**config.mk**
```make
export PLATFORM = sky130hd
export DESIGN_NAME = rx_source_select
export DESIGN_NICKNAME = d
export VERILOG_FILES = /design/src/rtl/rx_source_select.sv
export SDC_FILE = /design/constraint.sdc
export NUM_CORES = 1
export LEC_CHECK = 0
export CORE_UTILIZATION = 57
export CTS_BUF_LIST = sky130_fd_sc_hd__clkbuf_8
export CTS_CLUSTER_SIZE = 8
export DETAILED_ROUTE_END_ITERATION = 6
export GPL_TIMING_DRIVEN = 0
export PLACE_DENSITY = 0.87
export SLEW_MARGIN = 10
export SYNTH_ARGS = -nofsm -noshare
export SYNTH_HDL_FRONTEND = slang
export SYNTH_SLANG_ARGS = --single-unit
```
**constraint.sdc**
```tcl
create_clock -name AD9866clkX1 -period 2.8 [get_ports AD9866clkX1]
set_input_delay 0.56 -clock AD9866clkX1 [delete_from_list [all_inputs] [get_ports AD9866clkX1]]
set_output_delay 0.56 -clock AD9866clkX1 [all_outputs]
set_load 0.02 [all_outputs]
```
**src/rtl/rx_source_select.sv**
```systemverilog
// Per-sample receive source mux (ADC / ramp / constant / PRBS) with a muted, glitch-free source change and sticky ADC overrange flag.
// One cycle from input to rx_data, rx_valid every cycle after reset, no backpressure; PRBS source built only with RX_SRC_PRBS_EN.
module rx_source_select #(
   parameter int              DW           = 12,
   parameter int              MUTE_CYCLES  = 16,
   parameter int              FALLBACK_SRC = 1,
   parameter int              RAMP_STEP    = 1,
   parameter logic [DW-1:0]   CONST_VAL    = 'h400,
   parameter int              OVR_RUN      = 4
) (
   input  logic          AD9866clkX1,
   input  logic          rst_n,
   input  logic          exp_present,
   input  logic [1:0]    src_sel,
   input  logic [DW-1:0] adc_data,
   input  logic          ovr_clr,
   output logic [DW-1:0] rx_data,
   output logic          rx_valid,
   output logic [1:0]    active_src,
   output logic          switching,
   output logic          overrange
);

   localparam int            CW        = (MUTE_CYCLES > 1) ? $clog2(MUTE_CYCLES) : 1;
   localparam logic [CW-1:0] MUTE_LAST = CW'(MUTE_CYCLES - 1);
   localparam int            RW        = $clog2(OVR_RUN + 1);
   localparam logic [RW-1:0] RUN_MAX   = RW'(OVR_RUN);
   localparam logic [DW-1:0] FS_POS    = {1'b0, {(DW-1){1'b1}}};
   localparam logic [DW-1:0] FS_NEG    = {1'b1, {(DW-1){1'b0}}};
   localparam logic [1:0]    FB_SRC    = 2'(FALLBACK_SRC);

   typedef enum logic {ST_RUN, ST_MUTE} state_t;

   state_t        r_state, w_state_nxt;
   logic [CW-1:0] r_cnt, w_cnt_nxt;
   logic          w_load;
   logic [1:0]    r_active, r_eff_q, w_eff;
   logic [DW-1:0] r_ramp, w_src, w_prbs;
   logic [RW-1:0] r_run, w_run_nxt;
   logic          w_fs, w_ovr_set;
   logic          r_ovr, r_rx_valid, r_switch;
   logic [DW-1:0] r_rx_data;

   assign w_eff = exp_present ? src_sel : FB_SRC;

`ifdef RX_SRC_PRBS_EN
   logic [14:0] r_lfsr;

   // Reseeded on every source load so a fresh PRBS selection always starts at all-ones.
   always_ff @(posedge AD9866clkX1) begin
      if (!rst_n || w_load) r_lfsr <= '1;
      else                  r_lfsr <= {r_lfsr[13:0], r_lfsr[14] ^ r_lfsr[13]};
   end

   assign w_prbs = DW'(r_lfsr);
`else
   assign w_prbs = '0;
`endif

   always_comb begin
      w_src = '0;
      case (r_active)
         2'd0:    w_src = adc_data;
         2'd1:    w_src = r_ramp;
         2'd2:    w_src = CONST_VAL;
         default: w_src = w_prbs;
      endcase
   end

   always_comb begin
      w_state_nxt = r_state;
      w_cnt_nxt   = r_cnt;
      w_load      = 1'b0;
      case (r_state)
         ST_RUN: begin
            if (w_eff != r_active) begin
               w_state_nxt = ST_MUTE;
               w_cnt_nxt   = '0;
            end
         end
         default: begin
            // A new request mid-mute restarts the quiet period from scratch.
            if (w_eff != r_eff_q) begin
               w_cnt_nxt = '0;
            end else if (r_cnt == MUTE_LAST) begin
               w_load      = 1'b1;
               w_state_nxt = ST_RUN;
               w_cnt_nxt   = '0;
            end else begin
               w_cnt_nxt = r_cnt + 1'b1;
            end
         end
      endcase
   end

   assign w_fs = (adc_data == FS_POS) || (adc_data == FS_NEG);

   always_comb begin
      w_run_nxt = '0;
      if ((r_active == 2'd0) && w_fs)
         w_run_nxt = (r_run == RUN_MAX) ? RUN_MAX : r_run + 1'b1;
   end

   assign w_ovr_set = (w_run_nxt == RUN_MAX);

   // Previous request is sampled even in reset so a steady select does not restart the first mute.
   always_ff @(posedge AD9866clkX1) r_eff_q <= w_eff;

   always_ff @(posedge AD9866clkX1) begin
      if (!rst_n) begin
         r_state    <= ST_MUTE;
         r_cnt      <= '0;
         r_active   <= FB_SRC;
         r_ramp     <= '0;
         r_run      <= '0;
         r_ovr      <= 1'b0;
         r_rx_data  <= '0;
         r_rx_valid <= 1'b0;
         r_switch   <= 1'b1;
      end else begin
         r_state    <= w_state_nxt;
         r_cnt      <= w_cnt_nxt;
         r_run      <= w_run_nxt;
         r_rx_valid <= 1'b1;
         r_switch   <= (r_state == ST_MUTE);
         r_rx_data  <= (r_state == ST_RUN) ? w_src : '0;
         if (w_load) r_active <= w_eff;
         if (w_load)
            r_ramp <= '0;
         else if ((r_state == ST_RUN) && (r_active == 2'd1))
            r_ramp <= r_ramp + DW'(RAMP_STEP);
         if (w_ovr_set)    r_ovr <= 1'b1;
         else if (ovr_clr) r_ovr <= 1'b0;
      end
   end

   assign rx_data    = r_rx_data;
   assign rx_valid   = r_rx_valid;
   assign active_src = r_active;
   assign switching  = r_switch;
   assign overrange  = r_ovr;

endmodule

```
==> results of run 1 <==
through the flow:
step	hold WS, ns	worst slack, ns	instances	power [mW]	cell area (um^2)
after detailed placement	0.501	0.115	252	0.633	2120
after global placement	0.474	0.214	252	0.630	2120
after global routing	0.531	0.174	260	1.06	2220
after floorplan	0.474	0.965	187	0.594	1740
final	0.512	0.398	260	1.03	2220
after CTS	0.514	0.397	260	1.03	2220
synthesized netlist by cell type, types with 4 or more instances:
cell type   n
a21oi_1     7
nor2_1     19
nor3_1     15
nand2_1     6
buf_2       4
ha_1        4
dfxtp_1    39
nand4_1     5
xor2_1      5
inv_1       4
xnor2_1     6
nand3_1     8
mux2i_1    14
final cells by class:
class / count / area [um^2] / share of cell area (%)
clock inverter: 1 / 3.75 / 0.169
inverter: 5 / 18.8 / 0.844
timing repair buffer: 34 / 340 / 15.3
tap: 31 / 38.8 / 1.74
multi-input combinational: 136 / 913 / 41.1
buffer: 7 / 31.3 / 1.41
sequential: 39 / 781 / 35.1
clock buffer: 7 / 96.3 / 4.33
worst min-delay path, stage by stage, from the launching register on:
cell and delay, ns:
dfxtp_1 0.32, nand3b_1 0.09, o31ai_1 0.06
routing by layer:
metal	up-vias	wire, um
met5	-	0
met3	7	202
li1	757	-
met1	721	1790
met2	50	2050
met4	0	31
worst max path at each step:
| stage | startpoint | cells after the start | endpoint | slack, ns |
|---|---|---|---|---|
| 2_1_floorplan | active_src[0]$_SDFFE_PN1P_ | 5 | r_ramp[11]$_SDFFE_PP0P_ | 0.96 |
| 3_3_place_gp | exp_present | 6 | r_ramp[8]$_SDFFE_PP0P_ | 0.21 |
| 3_5_place_dp | exp_present | 6 | r_ramp[10]$_SDFFE_PP0P_ | 0.12 |
| 4_1_cts | exp_present | 6 | r_ramp[10]$_SDFFE_PP0P_ | 0.40 |
| 5_1_grt | exp_present | 6 | r_ramp[10]$_SDFFE_PP0P_ | 0.17 |
| 6_report | exp_present | 6 | r_ramp[8]$_SDFFE_PP0P_ | 0.40 |
cells by family after synthesis:
| group | after synthesis | share of synthesized area, % |
|---|---|---|
| buffers and inverters | 12 | 2.87 |
| xor gates and xnor gates | 11 | 5.52 |
| muxes | 14 | 8.03 |
| AOI/OAI and AO/OA | 26 | 10.2 |
| and+or+nand+nor | 81 | 25.8 |
| DFF | 39 | 44.8 |
| adders and majority gates | 4 | 2.87 |
where the power goes:
part	total [mW]	internal, mW	switching [mW]
Combinational	0.0602	0.0321	0.0280
Sequential	0.562	0.558	0.00356
Clock	0.408	0.221	0.186
Total	1.03	0.812	0.218
sequential cells by signal, indices dropped and copies added, names as in the netlist:
register    cells
rx_data        12
r_cnt           4
r_eff_q         2
r_ramp         12
rx_valid        1
switching       1
r_run           3
r_state         1
active_src      2
overrange       1
==> impl_metrics.yaml, run 1 <==
run_status:
  status: "complete, but fails checks"
  violations: "design-rule violations"
sta:
  finalCritPeriodShare_pct: 85.8
  hold_violations: 0
  rsz0062_at_grt: "false"
  max_clock_freq_mhz: 416
  fin_crit_ns: 2.40
  worst_slew_pin_slew_ns: 0.625
  clock_skew_ns: 0.00313
  relSlewSlack_pct: 58.3
  setup_viol: 0
  final.setup.tns_ns: 0
  slew_violations: 0
setup_path:
  rr_worst_depth: 5
  path_buf_inv: 2
  crit_chain: "clkdlybuf4s50_1 -> nand2b_1 -> nor3_1 -> o21a_1 -> buf_2 -> nor3_1"
  r2r-start: "r_eff_q[1]$_DFF_P_"
  cpPeakStageDelay_ns: 0.55
  cp.arrival_ns: 2.56
  path_class: "in -> reg"
  r2r_end: "r_ramp[8]$_SDFFE_PP0P_"
  start_kind: "primary input"
  cp_max_fo: 10
  crit_path_frequent_cell: "nor3_1"
  required_ns: 2.95
  cp_slowest_cell: "clkdlybuf4s50_1"
  end_kind: "register"
  rrSetupSlack_ns: 0.95
  crit_family: "buffers and inverters"
clocking:
  cts_buffers: 5
  root_buffer: "clkbuf_8"
  post_cts.repair.setup_buffers: 0
  clockBufferDepth: 2
  cts_resized: 0
  clk_latency_ns: 0.28
  clock-sinks: 39
  cts_hold_repair.buffers: 0
  htree_levels: 2
  cts_tree: "built"
  path_clk_slew_ns: 0.07
pwr:
  pwr_density_cell_nw_per_um2: 463
  p_leak_nw: 0.859
  vdd_drop_max_mv: 0.394
floorplanning:
  ios: 35
  die_h_um: 57.3
  dieArea_um2: 3290
  initial_utilization_pct: 61.7
  fp.dieW_um: 57.3
  coreArea_um2: 2830
  fp-row-count: 19
logic_synthesis:
  synthFlopType: "dfxtp_1"
  synth_top_area_share_pct: 44.8
  synth_top_area_cell: "dfxtp_1"
  ys_seq_elements: 39
  yosysSeqAreaShare_pct: 44.8
  syn_area_um2: 1740
  ys_top_cells_by_area: "dfxtp_1, mux2i_1, nor3_1"
  yosys_warnings: 0
  async_reset_ff_share_pct: 0
  syn_nets: 209
  synth_cell_types: 45
  synthCells: 187
  synth.avg_cell_area_um2: 9.33
  synth_edf_count: 0
finish:
  drive_above_1_share_pct: 6.11
  nets: 250
  layout_common_cells: "dfxtp_1, clkdlybuf4s50_1, nor2_1"
  final_util_pct: 78.6
  layout_commonest_cell: "dfxtp_1"
  area_growth_pct: 27.5
  n_antenna_cell: 0
  num-fill-cells: 183
drt:
  viasPerCell: 5.90
  wire_per_inst_um: 15.7
  wirelength_mm: 4.07
  drtPass1Iterations: 6
  ant_nets: 0
  drc: 5
  drtIter0Drc: 59
  vias: 1535
grt:
  antenna_found_initial: 0
  grt_busiest_layer: "met2"
  grt_use_total_pct: 27.3
  grt_pass1_vias: 1488
  grt_max_degree: 12
  met1_usage_pct: 35.3
  grt_pass1_wl_mm: 6.86
  grt_use_met2_pct: 45.7
  grt-ovfl-total: 0
  grtUsageMet3_pct: 5.67
placement:
  place.gp.congestion: 0.840
  port-buffer-count: 34
  place_hpwl_mm: 3.00
min_path:
  hold_depth: 2
  hp-class: "reg -> reg"
  holdPathEnd: "overrange$_SDFFE_PN0P_"
  hp-start: "overrange$_SDFFE_PN0P_"
flow_run:
  drv_cap: 0
No activity file was read; power rests on OpenSTA's default activity.
==> run 2: changes to the inputs <==
CTS_BUF_LIST = sky130_fd_sc_hd__clkbuf_4   (was sky130_fd_sc_hd__clkbuf_8)
==> impl_metrics.yaml, run 2 (synthesis gave the netlist of run 1 again) <==
drt:
  ant_nets: 0
  vias: 1535
  viasPerCell: 5.90
  wire_per_inst_um: 15.4
  drtIter0Drc: 40
  drc: 5
  wirelength_mm: 4.00
  drtPass1Iterations: 6
grt:
  grt-ovfl-total: 0
  antenna_found_initial: 0
  grt_pass1_vias: 1464
  grt_use_total_pct: 26.8
  grt_pass1_wl_mm: 6.69
  grt_max_degree: 12
setup_path:
  path_class: "in -> reg"
  rr_worst_depth: 5
  required_ns: 3.01
  start_kind: "primary input"
  end_kind: "register"
  cp_max_fo: 10
  rrSetupSlack_ns: 0.93
  cp.arrival_ns: 2.57
  r2r_end: "r_ramp[8]$_SDFFE_PP0P_"
  r2r-start: "r_eff_q[1]$_DFF_P_"
floorplanning:
  initial_utilization_pct: 61.7
  die_h_um: 57.3
  fp.dieW_um: 57.3
  coreArea_um2: 2830
  dieArea_um2: 3290
  ios: 35
  fp-row-count: 19
sta:
  relSlewSlack_pct: 56.1
  setup_viol: 0
  fin_crit_ns: 2.36
  slew_violations: 0
  final.setup.tns_ns: 0
  clock_skew_ns: 0.0116
  finalCritPeriodShare_pct: 84.3
  worst_slew_pin_slew_ns: 0.659
  hold_violations: 0
  max_clock_freq_mhz: 424
  rsz0062_at_grt: "false"
min_path:
  hold_depth: 2
  hp-class: "reg -> reg"
  holdPathEnd: "overrange$_SDFFE_PN0P_"
  hp-start: "overrange$_SDFFE_PN0P_"
pwr:
  vdd_drop_max_mv: 0.455
  p_leak_nw: 0.835
  pwr_density_cell_nw_per_um2: 412
finish:
  area_growth_pct: 24.7
  finalInstanceArea_um2: 2180
  layout_common_cells: "dfxtp_1, clkdlybuf4s50_1, nor2_1"
  layout_commonest_cell: "dfxtp_1"
  drive_above_1_share_pct: 5.68
  n_antenna_cell: 0
  nets: 250
  num-fill-cells: 192
placement:
  port-buffer-count: 34
  place_area_um2: 2120
  place.gp.congestion: 0.840
  place_hpwl_mm: 3.00
clocking:
  htree_levels: 2
  clock-sinks: 39
  post_cts.repair.setup_buffers: 0
  clockBufferDepth: 2
  root_buffer: "clkbuf_4"
  path_clk_slew_ns: 0.10
  cts_resized: 0
  cts_tree: "built"
  cts_hold_repair.buffers: 0
  clk_latency_ns: 0.34
  cts_buffers: 5
run_status:
  status: "complete, but fails checks"
  violations: "design-rule violations"
flow_run:
  drv_cap: 0
run 2: cell types whose count changed in the layout (fill, tap and decap cells not counted):
cell      previous run  this run
clkbuf_8             7         0
inv_1                5         4
clkbuf_4             0         6
clkinv_1             1         3
run 2: report_power, final:
group / switching, mW / leakage [nW] / internal, mW
clock network: 0.172 / 0.0307 / 0.103
logic: 0.0278 / 0.489 / 0.0321
registers: 0.00356 / 0.315 / 0.558
run 2: worst max path at each step:
| stage | startpoint | depth (start not counted) | endpoint |
|---|---|---|---|
| after floorplan | active_src[0]$_SDFFE_PN1P_ | 5 | r_ramp[11]$_SDFFE_PP0P_ |
| after global placement | exp_present | 6 | r_ramp[8]$_SDFFE_PP0P_ |
| after detailed placement | exp_present | 6 | r_ramp[10]$_SDFFE_PP0P_ |
| after CTS | exp_present | 6 | r_ramp[8]$_SDFFE_PP0P_ |
| after global routing | exp_present | 6 | r_ramp[10]$_SDFFE_PP0P_ |
| final | exp_present | 6 | r_ramp[8]$_SDFFE_PP0P_ |
run 2: per-stage QoR:
stage / worst slack, ns / utilization [%] / std cells / hold slack, ns / total power [mW]
2_1_floorplan: 0.965 / - / 187 / 0.474 / 0.594
3_3_place_gp: 0.214 / 75.1 / 252 / 0.474 / 0.630
3_5_place_dp: 0.115 / 75.1 / 252 / 0.501 / 0.633
4_1_cts: 0.454 / 76.9 / 260 / 0.520 / 0.899
5_1_grt: 0.250 / 76.9 / 260 / 0.537 / 0.927
6_report: 0.439 / 76.9 / 260 / 0.517 / 0.897
run 2: metal layers:
metal,up-vias,global-route usage (%),routed length [um]
met5,-,0,0
met4,0,10.5,56
met3,7,5.44,198
met2,48,45.4,1980
met1,719,33.8,1770
li1,761,-,-
run 2: final cells by class:
cell class              count  area, um^2  area share [%]
plain buffers               7        31.3            1.44
clock buffers               6        45.0            2.07
clock inverters             2        7.51           0.345
inverters                   5        18.8           0.863
multi-input cells         136         913            42.0
flip-flops and latches     39         781            35.9
well taps                  31        38.8            1.78
repair buffers             34         340            15.6
run 2: worst max-delay path: stages:
cell and delay (ns):
clkdlybuf4s50_1 0.55, nand2b_1 0.15, nor3_1 0.53, o21a_1 0.41
buf_2 0.28, nor3_1 0.08
==> run 3: changes to the inputs <==
CORE_UTILIZATION = 48   (was 57)
PLACE_DENSITY = 0.78   (was 0.87)
clock period = 2.14 ns   (was 2.8 ns; I/O delays follow)
==> impl_metrics.yaml, run 3 (synthesis gave the netlist of run 1 again) <==
floorplanning:
  ios: 35
  fp-row-count: 21
  initial_utilization_pct: 51.1
  dieArea_um2: 3880
  fp.dieW_um: 62.3
  die_h_um: 62.3
  coreArea_um2: 3420
clocking:
  clk_latency_ns: 0.35
  clockBufferDepth: 2
  post_cts.repair.setup_buffers: 0
  root_buffer: "clkbuf_4"
  path_clk_slew_ns: 0.11
  cts_tree: "built"
  htree_levels: 2
  clock-sinks: 39
  cts_buffers: 5
finish:
  layoutNonFillerInstCount: 275
  layout_commonest_cell: "dfxtp_1"
  drive_above_1_share_pct: 6.99
  num-fill-cells: 290
  nets: 250
  n_antenna_cell: 0
  layout_common_cells: "dfxtp_1, clkdlybuf4s50_1, nor2_1"
  final_util_pct: 64.5
  area_growth_pct: 26.4
setup_path:
  r2r-start: "active_src[0]$_SDFFE_PN1P_"
  startpoint: "exp_present"
  cp_max_fo: 10
  start_kind: "primary input"
  path_class: "in -> reg"
  end_kind: "register"
  required_ns: 2.36
  cp.arrival_ns: 2.18
placement:
  dp_cells: 267
  port-buffer-count: 34
  place_hpwl_mm: 2.58
  place.gp.congestion: 0.863
min_path:
  hp-start: "overrange$_SDFFE_PN0P_"
  hp-class: "reg -> reg"
sta:
  clock_skew_ns: 0.0183
  fin_crit_ns: 1.97
  worst_slew_pin_slew_ns: 0.684
  slew_violations: 0
  relSlewSlack_pct: 54.4
  hold_violations: 0
  rsz0062_at_grt: "false"
  setup_viol: 0
  finalCritPeriodShare_pct: 91.9
  max_clock_freq_mhz: 508
  whs_ns: 0.500
pwr:
  vdd_drop_max_mv: 0.345
  pwr_density_cell_nw_per_um2: 539
  p_leak_nw: 0.836
drt:
  wire_per_inst_um: 12.6
  drc: 0
  route.met3.wl_um: 127
  met2WireLength_mm: 1.54
  met1Wirelength_mm: 1.72
  viasPerCell: 5.35
  vias: 1470
  drtIter0Drc: 62
  highest_layer: "met4"
  drtPass1Iterations: 4
  ant_nets: 0
  wirelength_mm: 3.47
grt:
  antenna_found_initial: 0
  grt_use_total_pct: 19.6
  grt_pass1_wl_mm: 6.02
  grt_max_degree: 13
  grt-ovfl-total: 0
  grt_pass1_vias: 1370
flow_run:
  drv_cap: 0
run_status:
  status: "completed"
==> run 3: cell types whose count changed in the layout (fill, tap and decap cells not counted), sizes merged <==
| cell | previous run | this run |
|---|---|---|
| clkinv | 3 | 2 |
| clkinvlp | 0 | 1 |
==> run 3: worst max-delay path, cell delays in order <==
cell and delay, ns:
clkdlybuf4s50_1 0.55, nand2b_1 0.16, nor3_2 0.34, o21a_1 0.35, buf_2 0.28, nor3_1 0.07
==> run 3: worst paths after layout <==
path	to	slack, ns	cells past startpoint
worst max-delay path	r_ramp[7]$_SDFFE_PP0P_	0.17	6
worst min-delay path	overrange$_SDFFE_PN0P_	0.50	2
worst max register to register	r_ramp[11]$_SDFFE_PP0P_	0.31	5
worst min register to register	overrange$_SDFFE_PN0P_	0.50	2
==> run 3: where the power goes <==
part	internal [mW]	switching (mW)
clock network	0.140	0.238
registers	0.731	0.00490
logic	0.0418	0.0337
==> run 3: layer usage <==
layer / global-route usage [%] / up-vias
met5: 0 / -
met4: 9.01 / 0
met3: 4.78 / 10
met2: 31.0 / 30
met1: 25.0 / 670
li1: - / 760
==> run 3: cell type report <==
class / count / area, um^2 / area share (%)
Tap cell: 46 / 57.6 / 2.61
Clock inverter: 2 / 12.5 / 0.568
Multi-Input combinational cell: 136 / 918 / 41.7
Clock buffer: 6 / 45.0 / 2.04
Buffer: 7 / 31.3 / 1.42
Timing Repair Buffer: 34 / 340 / 15.4
Inverter: 5 / 18.8 / 0.851
Sequential cell: 39 / 781 / 35.4
==> run 3: metrics by stage <==
step           worst slack [ns]  cell area [um^2]  total power [mW]  setup TNS [ns]
2_1_floorplan             0.305              1740             0.777               0
3_3_place_gp             -0.365              2140             0.826           -4.09
3_5_place_dp             -0.325              2140             0.826           -3.50
4_1_cts                  0.0273              2200              1.20               0
5_1_grt                  0.0638              2200              1.26               0
6_report                  0.173              2200              1.19               0
==> run 3: what timing repair did <==
action                     in CTS  in global routing
setup endpoints to repair       0                 10
resized for setup               0                  1
hold buffers                    0                  0
